[config.mk]
export PLATFORM = sky130hd
export DESIGN_NAME = wb_trace_buffer_flat
export DESIGN_NICKNAME = d
export VERILOG_FILES = /design/src/rtl/wb_trace_buffer_if.sv /design/src/rtl/wb_trace_buffer.sv /design/src/flat_wrapper.sv
export SDC_FILE = /design/constraint.sdc
export NUM_CORES = 1
export LEC_CHECK = 0
export ABC_CLOCK_PERIOD_IN_PS = 21500
export CAP_MARGIN = 10
export CORE_MARGIN = 2
export CORE_UTILIZATION = 60
export DETAILED_ROUTE_END_ITERATION = 16
export PLACE_DENSITY = 0.92
export SYNTH_ARGS = -nofsm -noshare
export SYNTH_HDL_FRONTEND = slang
export SYNTH_SLANG_ARGS = --single-unit
[constraint.sdc]
create_clock -name clk -period 21.5 [get_ports clk]
set_input_delay 6.45 -clock clk [delete_from_list [all_inputs] [get_ports clk]]
set_output_delay 6.45 -clock clk [all_outputs]
set_load 0.01 [all_outputs]
[src/rtl/wb_trace_buffer_if.sv]
// rtl/wb_trace_buffer_if.sv - WB retire-trace capture and consumer bus bundle
//
// Groups the WB debug inputs, the control inputs and the trace consumer
// handshake.
//   master: the environment. It drives enable, flush, debug_wb_* and
//           trace_ready, and observes the buffer outputs.
//   slave : the trace buffer. It drives trace_valid, trace_data, fifo_count,
//           almost_full and overflow_cnt.
interface wb_trace_buffer_if #(
    parameter int DEPTH = 8,
    parameter int OVF_W = 16
);
    localparam int CW = $clog2(DEPTH) + 1;

    logic               enable;
    logic               flush;
    logic [31:0]        debug_wb_pc;
    logic               debug_wb_rf_wen;
    logic [4:0]         debug_wb_rf_wnum;
    logic [31:0]        debug_wb_rf_wdata;
    logic               trace_valid;
    logic               trace_ready;
    logic [68:0]        trace_data;
    logic [CW-1:0]      fifo_count;
    logic               almost_full;
    logic [OVF_W-1:0]   overflow_cnt;

    modport master (
        output enable, flush, debug_wb_pc, debug_wb_rf_wen, debug_wb_rf_wnum,
               debug_wb_rf_wdata, trace_ready,
        input  trace_valid, trace_data, fifo_count, almost_full, overflow_cnt
    );

    modport slave (
        input  enable, flush, debug_wb_pc, debug_wb_rf_wen, debug_wb_rf_wnum,
               debug_wb_rf_wdata, trace_ready,
        output trace_valid, trace_data, fifo_count, almost_full, overflow_cnt
    );
endinterface

[src/rtl/wb_trace_buffer.sv]
// rtl/wb_trace_buffer.sv - FIFO trace of retired register-file writes with drop counter
//
// The buffer captures every enabled WB register write to a non-zero
// destination as {wnum, pc, wdata}. It holds these entries in a DEPTH-entry
// FIFO, and a valid/ready consumer drains the FIFO. When the FIFO is full
// and no pop happens in the same cycle, the capture is dropped and counted
// in a saturating counter.
//   clk   : sole clock, rising edge
//   reset : asynchronous, active-high
//   bus   : wb_trace_buffer_if.slave (capture inputs, flush, trace handshake,
//           occupancy, almost_full, overflow_cnt)
module wb_trace_buffer #(
    parameter int DEPTH = 8,
    parameter int OVF_W = 16
) (
    input  logic             clk,
    input  logic             reset,
    wb_trace_buffer_if.slave bus
);
    localparam int AW = $clog2(DEPTH);
    localparam logic [AW:0]    CNT_ONE  = (AW+1)'(1);
    localparam logic [AW:0]    FULL_LVL = (AW+1)'(DEPTH);
    localparam logic [AW:0]    AF_LVL   = (AW+1)'(DEPTH - 2);
    localparam logic [AW-1:0]  PTR_ONE  = AW'(1);
    localparam logic [OVF_W-1:0] OVF_ONE = OVF_W'(1);

    logic [AW-1:0]    r_wptr;
    logic [AW-1:0]    r_rptr;
    logic [AW:0]      r_count;
    logic             r_valid;
    logic [OVF_W-1:0] r_ovf;
    logic [68:0]      r_mem [DEPTH];

    logic             w_req;
    logic             w_full;
    logic             w_pop;
    logic             w_push;
    logic             w_drop;
    logic [AW:0]      w_count_nxt;

    // Writes to r0 are architecturally discarded, so they are never traced.
    assign w_req  = bus.enable && bus.debug_wb_rf_wen && (bus.debug_wb_rf_wnum != 5'd0);
    assign w_full = (r_count == FULL_LVL);
    assign w_pop  = r_valid && bus.trace_ready;
    // At full, a pop in the same cycle frees the slot that the push refills.
    assign w_push = w_req && (!w_full || w_pop);
    assign w_drop = w_req && w_full && !w_pop;

    always_comb begin
        w_count_nxt = r_count;
        if (w_push && !w_pop) begin
            w_count_nxt = r_count + CNT_ONE;
        end else if (!w_push && w_pop) begin
            w_count_nxt = r_count - CNT_ONE;
        end
    end

    always_ff @(posedge clk or posedge reset) begin
        if (reset) begin
            r_wptr  <= '0;
            r_rptr  <= '0;
            r_count <= '0;
            r_valid <= 1'b0;
            r_ovf   <= '0;
        end else if (bus.flush) begin
            r_wptr  <= '0;
            r_rptr  <= '0;
            r_count <= '0;
            r_valid <= 1'b0;
            r_ovf   <= '0;
        end else begin
            if (w_push) begin
                r_wptr <= r_wptr + PTR_ONE;
            end
            if (w_pop) begin
                r_rptr <= r_rptr + PTR_ONE;
            end
            r_count <= w_count_nxt;
            // trace_valid gets its own register and mirrors the next occupancy.
            r_valid <= (w_count_nxt != '0);
            if (w_drop && (r_ovf != '1)) begin
                r_ovf <= r_ovf + OVF_ONE;
            end
        end
    end

    // The storage array has no reset. Its contents are don't-care whenever
    // the occupancy does not cover them.
    always_ff @(posedge clk) begin
        if (w_push && !bus.flush) begin
            r_mem[r_wptr] <= {bus.debug_wb_rf_wnum, bus.debug_wb_pc, bus.debug_wb_rf_wdata};
        end
    end

    assign bus.trace_valid  = r_valid;
    assign bus.trace_data   = r_mem[r_rptr];
    assign bus.fifo_count   = r_count;
    assign bus.almost_full  = (r_count >= AF_LVL);
    assign bus.overflow_cnt = r_ovf;
endmodule

[src/flat_wrapper.sv]
// flat-port wrapper written by rule: the top's interface ports become plain ports
module wb_trace_buffer_flat 
#(
    parameter int DEPTH = 8,
    parameter int OVF_W = 16
)
  (clk, reset, bus_enable, bus_flush, bus_debug_wb_pc, bus_debug_wb_rf_wen, bus_debug_wb_rf_wnum, bus_debug_wb_rf_wdata, bus_trace_ready, bus_trace_valid, bus_trace_data, bus_fifo_count, bus_almost_full, bus_overflow_cnt);
  wb_trace_buffer_if #(.DEPTH(DEPTH), .OVF_W(OVF_W)) bus_i ();
  input  logic clk;
  input  logic reset;
  input wire logic [$bits(bus_i.enable)-1:0] bus_enable;
  input wire logic [$bits(bus_i.flush)-1:0] bus_flush;
  input wire logic [$bits(bus_i.debug_wb_pc)-1:0] bus_debug_wb_pc;
  input wire logic [$bits(bus_i.debug_wb_rf_wen)-1:0] bus_debug_wb_rf_wen;
  input wire logic [$bits(bus_i.debug_wb_rf_wnum)-1:0] bus_debug_wb_rf_wnum;
  input wire logic [$bits(bus_i.debug_wb_rf_wdata)-1:0] bus_debug_wb_rf_wdata;
  input wire logic [$bits(bus_i.trace_ready)-1:0] bus_trace_ready;
  output wire logic [$bits(bus_i.trace_valid)-1:0] bus_trace_valid;
  output wire logic [$bits(bus_i.trace_data)-1:0] bus_trace_data;
  output wire logic [$bits(bus_i.fifo_count)-1:0] bus_fifo_count;
  output wire logic [$bits(bus_i.almost_full)-1:0] bus_almost_full;
  output wire logic [$bits(bus_i.overflow_cnt)-1:0] bus_overflow_cnt;
  assign bus_i.enable = bus_enable;
  assign bus_i.flush = bus_flush;
  assign bus_i.debug_wb_pc = bus_debug_wb_pc;
  assign bus_i.debug_wb_rf_wen = bus_debug_wb_rf_wen;
  assign bus_i.debug_wb_rf_wnum = bus_debug_wb_rf_wnum;
  assign bus_i.debug_wb_rf_wdata = bus_debug_wb_rf_wdata;
  assign bus_i.trace_ready = bus_trace_ready;
  assign bus_trace_valid = bus_i.trace_valid;
  assign bus_trace_data = bus_i.trace_data;
  assign bus_fifo_count = bus_i.fifo_count;
  assign bus_almost_full = bus_i.almost_full;
  assign bus_overflow_cnt = bus_i.overflow_cnt;
  wb_trace_buffer #(.DEPTH(DEPTH), .OVF_W(OVF_W)) u_core (.clk(clk), .reset(reset), .bus(bus_i));
endmodule
-- Word level (Yosys, flattened, before mapping)
Memories as Yosys holds them, arrays and structs flattened.
Cells that the tools add are included.
- bits of input ports: 75
- logic and storage cells: 46
- memories kept: 1
- bits in registers: 27
- output and inout port bits: 91
- bits in writable memories: 552
- equality and inequality tests: 2
- $lt $le $gt $ge: 1
- reduce and logical (&&, ||, !) cells: 20
- multiplexer cells: 12
- add/sub/neg operators: 5
- memories (name ; depth ; width ; read ports ; clocked after Yosys merged registers in ; wr ports ; RTL line ; source):
    u_core.r_mem ; 8 ; 69 ; 1 ; 0 ; 1 ; wb_trace_buffer.sv:32 ; logic [68:0] r_mem [DEPTH];
- operator list (cell ; count):
    two-way mux 16 bit ; 2
    adder 16 x 1 -> 16 bit, second input constant ; 1
    != test 16 bit, second input constant ; 1
    two-way mux 3 bit ; 4
    two-way mux 4 bit ; 3
    logical AND 1 bit ; 10
    adder 3 x 1 -> 3 bit, second input constant ; 2
    nonzero test 2 bit ; 3
    nonzero test 5 bit ; 1
    adder 4 x 1 -> 4 bit, second input constant ; 1
    == test 4 bit, second input constant ; 1
    >= comparator 4 x 3 -> 1 bit, second input constant ; 1
    logical NOT 1 bit ; 4
    nonzero test 4 bit ; 1
    subtractor 4 x 1 -> 4 bit, second input constant ; 1
    two-way mux 1 bit ; 3
    logical OR 1 bit ; 1

-- Logic depth before layout (Yosys ltp)
Gate-level depths: netlist of the first run.
- word-level depth: 10
- mapped depth: 8
- mapped depth without buffers: 7

-- Least setup slack after synthesis of the first run
OpenSTA, ideal clock, no wires.
- path type: input to register
- start: input bus_debug_wb_rf_wnum[0]
- end: memory u_core.r_mem[6][0], enable pin
- path slack: 7.242 ns
- data arrival time: 13.592 ns
- stages on the path: 5
- library setup time: 0.666 ns
- cell sequence: or4_4 -> o211a_1 -> buf_6 -> nand2_1 -> nor4_1
- cells in the longest elaborated chain, start to end: 6
- ends and longest elaborated chain (item ; RTL line ; source):
    from (decl) ; flat_wrapper.sv:15 ; input wire logic [$bits(bus_i.debug_wb_rf_wnum)-1:0] bus_debug_wb_rf_wnum;
    nonzero test 5 bit ; wb_trace_buffer.sv:42 ; assign w_req = bus.enable && bus.debug_wb_rf_wen && (bus.debug_wb_rf_wnum != 5'd0);
    logical AND 1 bit ; wb_trace_buffer.sv:42 ;
    logical AND 1 bit ; wb_trace_buffer.sv:46 ; assign w_push = w_req && (!w_full || w_pop);
    logical AND 1 bit ; wb_trace_buffer.sv:90 ; if (w_push && !bus.flush) begin
    two-way mux 1 bit ; wb_trace_buffer.sv:90 ;
    two-way mux 1 bit (implied by the code) ; wb_trace_buffer.sv:91 ; r_mem[r_wptr] <= {bus.debug_wb_rf_wnum, bus.debug_wb_pc, bus.debug_wb_rf_wdata};
    to (decl) ; wb_trace_buffer.sv:32 ;
No other way between the ends.

-- Worst setup path after layout of the first run
- start: register u_core.r_rptr[0]
- end: output bus_trace_data[30]
- cells in the longest elaborated chain, start to end: 1
- ends and longest elaborated chain (item ; RTL line ; source):
    from (decl) ; wb_trace_buffer.sv:28 ; logic [AW-1:0] r_rptr;
    from (signal assigned) ; wb_trace_buffer.sv:76 ; r_rptr <= r_rptr + PTR_ONE;
    memory read (8 x 69 bit) ; -- ;
    to (decl) ; flat_wrapper.sv:19 ; output wire logic [$bits(bus_i.trace_data)-1:0] bus_trace_data;
No other way between the ends.

==> key figures, run 1 <==
Global routing
  • Total global-route track usage: 23.05%
  • GRT overflow: 0
  • Initial antenna violation count: 3
  • First-pass GRT wire length: 66.10 mm
  • Largest net degree at the start of global routing: 81
  • Vias in the first global route: 11200

Timing
  • Minimum clock period: 11.28 ns
  • Clock skew: 0.01019 ns
  • Fmax: 88.68 MHz
  • RSZ-0062 raised after global routing: false
  • Final Setup Violations: 0
  • Ratio of final minimum period to clock period: 52.45%
  • Final Hold Violating Endpoints: 0
  • Hold Slack: 0.5997 ns
  • Slew Viols, Final: 0
  • Max-slew headroom: 26.66%
  • Worst slew pin tran: 1.100 ns
  • Setup TNS Final: 0 ns

Floorplanning
  • Die area: 38710 um2
  • I/O pin cnt: 166
  • Die width: 196.8 um
  • Initial Utilization: 60.90%
  • Cell Rows: 70
  • Die height: 196.8 um
  • Core area: 36610 um2

Place
  • GP Congestion: 0.8114
  • Placed inst area: 24510 um2
  • Final HPWL DP: 23.00 mm
  • PortBufs: 165

Clock network
  • CTS root buffer: clkbuf_16
  • Worst skew pair latency: 0.57 ns
  • Clock sink total: 579
  • Resized cells post-CTS: 0
  • Worst-case clock buffer depth: 3
  • CTS clk-pin slew, worst paths: 0.06 ns
  • Num CTS Buffers: 54
  • # hold bufs at CTS: 0
  • Setup Buffers After CTS: 0
  • CTS HTree Levels: 2
  • CTS tree: built

Power and ir drop
  • P per Cell Area: 97.55 nW/um2
  • Pleak: 8.195 nW
  • VDD IR max: 59.64 uV

Final layout
  • Core Util, Final: 71.70%
  • Fin nets: 1255
  • Area growth from synthesis to layout: 17.73%
  • Layout cells sized above 1: 26.15%
  • Post-route cell area: 26250 um2

Routing
  • Drc violations: 0
  • 1st-pass router iterations: 5
  • Routed wire per std cell: 25.88 um
  • Via count: 10570
  • Drt total wl: 43.64 mm
  • Iteration-0 DRC Markers: 779
  • Vias per inst: 6.271
  • Antenna-violating nets left: 0

Synth
  • #FFs+latches synth: 579
  • Mapped Avg Cell Area: 22.70 um2
  • Post-synthesis instance area: 22290 um2
  • Synth cell count leaders: 552 x edfxtp_1, 138 x mux4_2, 69 x mux2_2
  • Post-synthesis async set-or-reset flop share: 4.663%
  • Ys flop type: edfxtp_1
  • Area fraction of the dominant cell type after synthesis: 74.35%
  • Most frequent cell after synthesis: edfxtp_1
  • Ranking of synthesized cells by area: edfxtp_1 74%, mux4_2 14%, mux2_2 3.5%, dfrtp_1 3.0%, clkbuf_1 0.47%
  • Dominant cell type by area after synthesis: edfxtp_1
  • Sequential share of the synthesized area: 77.38%
  • Warnings from Yosys: 0
  • Post-Syn Instances: 982
  • Number of distinct library cells after synthesis: 45
  • Synth Net Count: 1063
  • Post-synth EDFFs: 552

Worst setup path
  • Type of the worst setup path: register to primary output
  • Required @ worst endpoint: 15.05 ns
  • CP Capture Type: primary output
  • Critical path fanouts, max: 49
  • CP Data Arrival Time: 4.83 ns
  • CP startpoint kind: register

Outcome
  • Status: finished, final reports clean

Flow run
  • Max-cap check violation count: 0

Worst hold path
  • Class of the worst hold path: register to register
[metal layers]
metal	vias to the layer above	routed length (um)	part of all wire, %	track usage [%]
met1	5547	16870	39	30.60
met2	429	22530	52	38.59
met4	2	1130	2.6	7.992
met3	77	3100	7.1	4.877
li1	4518	-	-	-
met5	-	11	0.025	0
[area by class of cell]
class / instances / area (um2)
diodes: 2 / 5.005
clock buffers: 67 / 1421
clock inverters: 31 / 309.0
fillers: 1993 / 10360
inverters: 5 / 18.77
multi-input cells: 352 / 4866
flip-flops and latches: 579 / 17260
well taps: 468 / 585.6
repair buffers: 182 / 1779
[flip-flops by register name, indices dropped and copies added (netlist names)]
register                 count
u_core.r_mem               552
u_core.bus.overflow_cnt     16
u_core.bus.fifo_count        4
u_core.r_rptr                3
u_core.r_wptr                3
u_core.bus.trace_valid       1
[worst paths after layout]
check,start,to,slack (ns),depth (start not counted)
worst min-delay path,u_core.bus.overflow_cnt[15]$_DFFE_PP0P_,u_core.bus.overflow_cnt[15]$_DFFE_PP0P_,0.60,2
worst min register to register,u_core.bus.overflow_cnt[15]$_DFFE_PP0P_,u_core.bus.overflow_cnt[15]$_DFFE_PP0P_,0.60,2
max in group asynchronous,reset,u_core.r_rptr[2]$_DFFE_PP0P_,14.28,2
worst max-delay path,u_core.r_rptr[0]$_DFFE_PP0P_,bus_trace_data[30],10.22,5
worst max register to register,u_core.bus.fifo_count[0]$_DFF_PP0_,u_core.r_mem[1][31]$_DFFE_PP_,17.81,7
min in group asynchronous,reset,u_core.bus.overflow_cnt[0]$_DFFE_PP0P_,6.45,2
[metrics by stage]
step                      worst slack, ns  std cells  power (mW)
final                               10.22       1686       2.560
after global routing                9.798       1684       2.640
after CTS                           10.05       1684       2.581
after detailed placement            10.70       1586       1.660
after global placement              10.76       1586       1.650
after floorplan                     7.242        982       1.524
[power breakdown]
group          switching [mW]  total (mW)  internal [mW]
logic                   0.144       0.355          0.212
clock network           0.386       0.926          0.540
registers              0.0300        1.28           1.25
total                   0.559        2.56           2.00
[cells in the final DEF, fill, tap and decap left out, types with 4 or more instances in the layout]
cell             count
buf_4               17
nor3_1               5
clkbuf_16           55
nor2_1              19
a211oi_1             4
mux2i_1              6
o21ai_0              7
dfrtp_1             24
clkbuf_1            12
mux4_2             138
xor2_1               6
clkinv_2            13
a21oi_1             10
edfxtp_1           552
mux2_2              69
clkinv_1             8
nand2_1             21
nand4_1              5
clkdlybuf4s50_1    165
xnor2_1              6
or3_1                6
bufinv_16            6
nand3_1              7
ha_1                 6
inv_1                5
[critical path: stages, from the launching register on]
cell and delay, ns:
dfrtp_4 1.04, buf_4 0.86, buf_4 0.84, mux4_2 0.61, mux2_2 0.29, clkdlybuf4s50_1 0.52
[kinds of logic after synthesis]
logic type,after synthesis,share of synthesized area [%]
AOI/OAI and AO/OA,36,1.167
DFF,579,77.38
adders and majority gates,6,0.3367
xor gates and xnor gates,12,0.4714
and+or+nand+nor,85,1.970
muxes,213,17.70
buffers and inverters,51,0.9765
(Power assumes the default switching activity.)
==> inputs of run 2 (changes only) <==
- ABC_CLOCK_PERIOD_IN_PS: 21500 -> 10760
- CORE_UTILIZATION: 60 -> 58
- PLACE_DENSITY: 0.92 -> 0.9
- clock period: 21.5 -> 10.76 ns (I/O delays scaled with it)
==> run 2 against run 1 <==
Compared with the run above:
- sequential power increased by 98%
- first-iteration DRC count increased by 34%
- largest cell class unchanged
- via count increased by 1.2%
==> key figures, run 2 (same netlist as run 1, synthesis figures left out) <==
Outcome
  • Status: finished, final reports clean

Timing
  • Final Setup Violations: 0 (unchanged)
  • Setup TNS Final: 0 ns (unchanged)
  • Ratio of final minimum period to clock period: 66.62%
  • Fmax: 139.5 MHz
  • Slew Viols, Final: 0 (unchanged)
  • RSZ-0062 raised after global routing: false
  • Worst slew pin tran: 1.157 ns (+0.05670 ns)
  • Final Hold Violating Endpoints: 0 (unchanged)
  • Minimum clock period: 7.168 ns
  • Max-slew headroom: 22.88% (-3.8 points)
  • Clock skew: 0.02455 ns (+0.01436 ns)

Global routing
  • First-pass GRT wire length: 69.32 mm (+4.9%)
  • GRT overflow: 0 (unchanged)
  • Largest net degree at the start of global routing: 122 (+51%)
  • Initial antenna violation count: 8 (+5)
  • Total global-route track usage: 23.85% (+0.81 points)
  • Vias in the first global route: 11350 (+1.3%)

Final layout
  • Core Util, Final: 69.80% (-1.9 points)
  • Most frequent cells in the layout: 552 x edfxtp_1, 165 x clkdlybuf4s50_1, 138 x mux4_2
  • Finished Layout Cells: 1733 (+2.8%)
  • Register area: 17260 um2 (unchanged)
  • Area growth from synthesis to layout: 18.21%
  • Max reg flops: 552 (unchanged)
  • Commonest non-fill, non-tap cell in the layout: edfxtp_1
  • Area taken by multi-input logic gates: 4875 um2 (+0.18%)
  • Layout cells sized above 1: 25.99% (-0.16 points)
  • Post-route cell area: 26350 um2 (+0.40%)
  • Fin nets: 1256 (+0.080%)
  • Top reg by flops: u_core.r_mem
  • Fillers: 2128 (+6.8%)

Clock network
  • Worst skew pair latency: 0.58 ns (about the same)
  • Setup Buffers After CTS: 0 (unchanged)
  • CTS tree: built
  • # hold bufs at CTS: 0 (unchanged)
  • CTS root buffer: clkbuf_16
  • Num CTS Buffers: 55 (+1.9%)
  • CTS HTree Levels: 2 (unchanged)
  • Worst-case clock buffer depth: 3 (unchanged)
  • Resized cells post-CTS: 0 (unchanged)
  • Clock sink total: 579 (unchanged)
  • CTS clk-pin slew, worst paths: 0.06 ns (about the same)

Floorplanning
  • I/O pin cnt: 166 (unchanged)
  • Core area: 37760 um2 (+3.1%)
  • Die area: 40020 um2 (+3.4%)
  • Cell Rows: 71 (+1.4%)
  • Initial Utilization: 59.05% (-1.8 points)
  • Die height: 200.1 um (+1.7%)
  • Die width: 200.1 um (+1.7%)

Routing
  • 1st-pass router iterations: 5 (unchanged)
  • Via count: 10700 (+1.2%)
  • Antenna-violating nets left: 0 (unchanged)
  • Vias per inst: 6.173 (-1.6%)
  • Iteration-0 DRC Markers: 1046 (+34%)
  • Drc violations: 0 (unchanged)
  • Drt total wl: 46.50 mm (+6.5%)
  • Routed wire per std cell: 26.83 um (+3.7%)

Worst setup path
  • CP Data Arrival Time: 3.94 ns (-0.89 ns)
  • CP startpoint kind: register
  • Required @ worst endpoint: 7.53 ns (-7.52 ns)
  • Critical path fanouts, max: 76 (+55%)
  • Reg2Reg Setup Slack: 7.10 ns (-10.71 ns)
  • Type of the worst setup path: register to primary output
  • CP Capture Type: primary output

Place
  • Final HPWL DP: 23.49 mm (+2.1%)
  • GP Congestion: 0.8025 (-1.1%)
  • Dpl cells: 1629 (+2.7%)
  • Placed inst area: 24590 um2 (+0.31%)
  • PortBufs: 165 (unchanged)

Worst hold path
  • Class of the worst hold path: register to register

Power and ir drop
  • Pleak: 8.211 nW (+0.19%)
  • VDD IR max: 124.2 uV (+110%)
  • P per Cell Area: 196.1 nW/um2 (+100%)

Flow run
  • Max-cap check violation count: 0 (unchanged)
run 2: through the flow:
step	hold slack (ns)	power (mW)	worst slack, ns
floorplan	0.5824	3.045	1.093
global placement	0.5643	3.312	3.971
detailed placement	0.5875	3.328	3.831
CTS	0.6028	5.204	3.548
global route	0.6306	5.325	3.477
finish	0.6014	5.167	3.592
run 2: layout make-up:
cell class / count / share of cell area, %
diodes: 6 / 0.05697
clock buffers: 63 / 5.337
clock inverters: 35 / 1.306
inverters: 5 / 0.07122
multi-input cells: 352 / 18.50
flip-flops and latches: 579 / 65.51
well taps: 511 / 2.426
repair buffers: 182 / 6.799
run 2: per-layer routing:
layer  up-vias  GRT usage, %  routed length, um
met5         -             0                 34
met4         6         7.572               1188
met3        95         5.242               3636
met2       490         39.34              23680
met1      5586         32.37              17960
li1       4520             -                  -
run 2: power breakdown:
| part | leakage (nW) | internal (mW) | total, mW | switching [mW] |
|---|---|---|---|---|
| registers | 5.34 | 2.50 | 2.54 | 0.0446 |
| clock network | 0.864 | 1.10 | 1.88 | 0.782 |
| logic | 2.01 | 0.426 | 0.745 | 0.319 |
| total | 8.21 | 4.02 | 5.17 | 1.15 |
run 2: critical path, cell delays in order, from the launching register on:
cell and delay (ns):
dfrtp_4 1.04, buf_4 0.97, mux4_2 0.43, mux2_2 0.28, clkdlybuf4s50_1 0.58
run 2: worst paths after layout:
path	end	from	cells past startpoint
max	bus_trace_data[7]	u_core.r_rptr[1]$_DFFE_PP0P_	4
min	u_core.bus.overflow_cnt[1]$_DFFE_PP0P_	u_core.bus.overflow_cnt[1]$_DFFE_PP0P_	2
max reg2reg	u_core.r_mem[4][7]$_DFFE_PP_	u_core.bus.fifo_count[0]$_DFF_PP0_	8
min reg2reg	u_core.bus.overflow_cnt[1]$_DFFE_PP0P_	u_core.bus.overflow_cnt[1]$_DFFE_PP0P_	2
max in group asynchronous	u_core.r_rptr[1]$_DFFE_PP0P_	reset	2
min in group asynchronous	u_core.bus.overflow_cnt[10]$_DFFE_PP0P_	reset	2
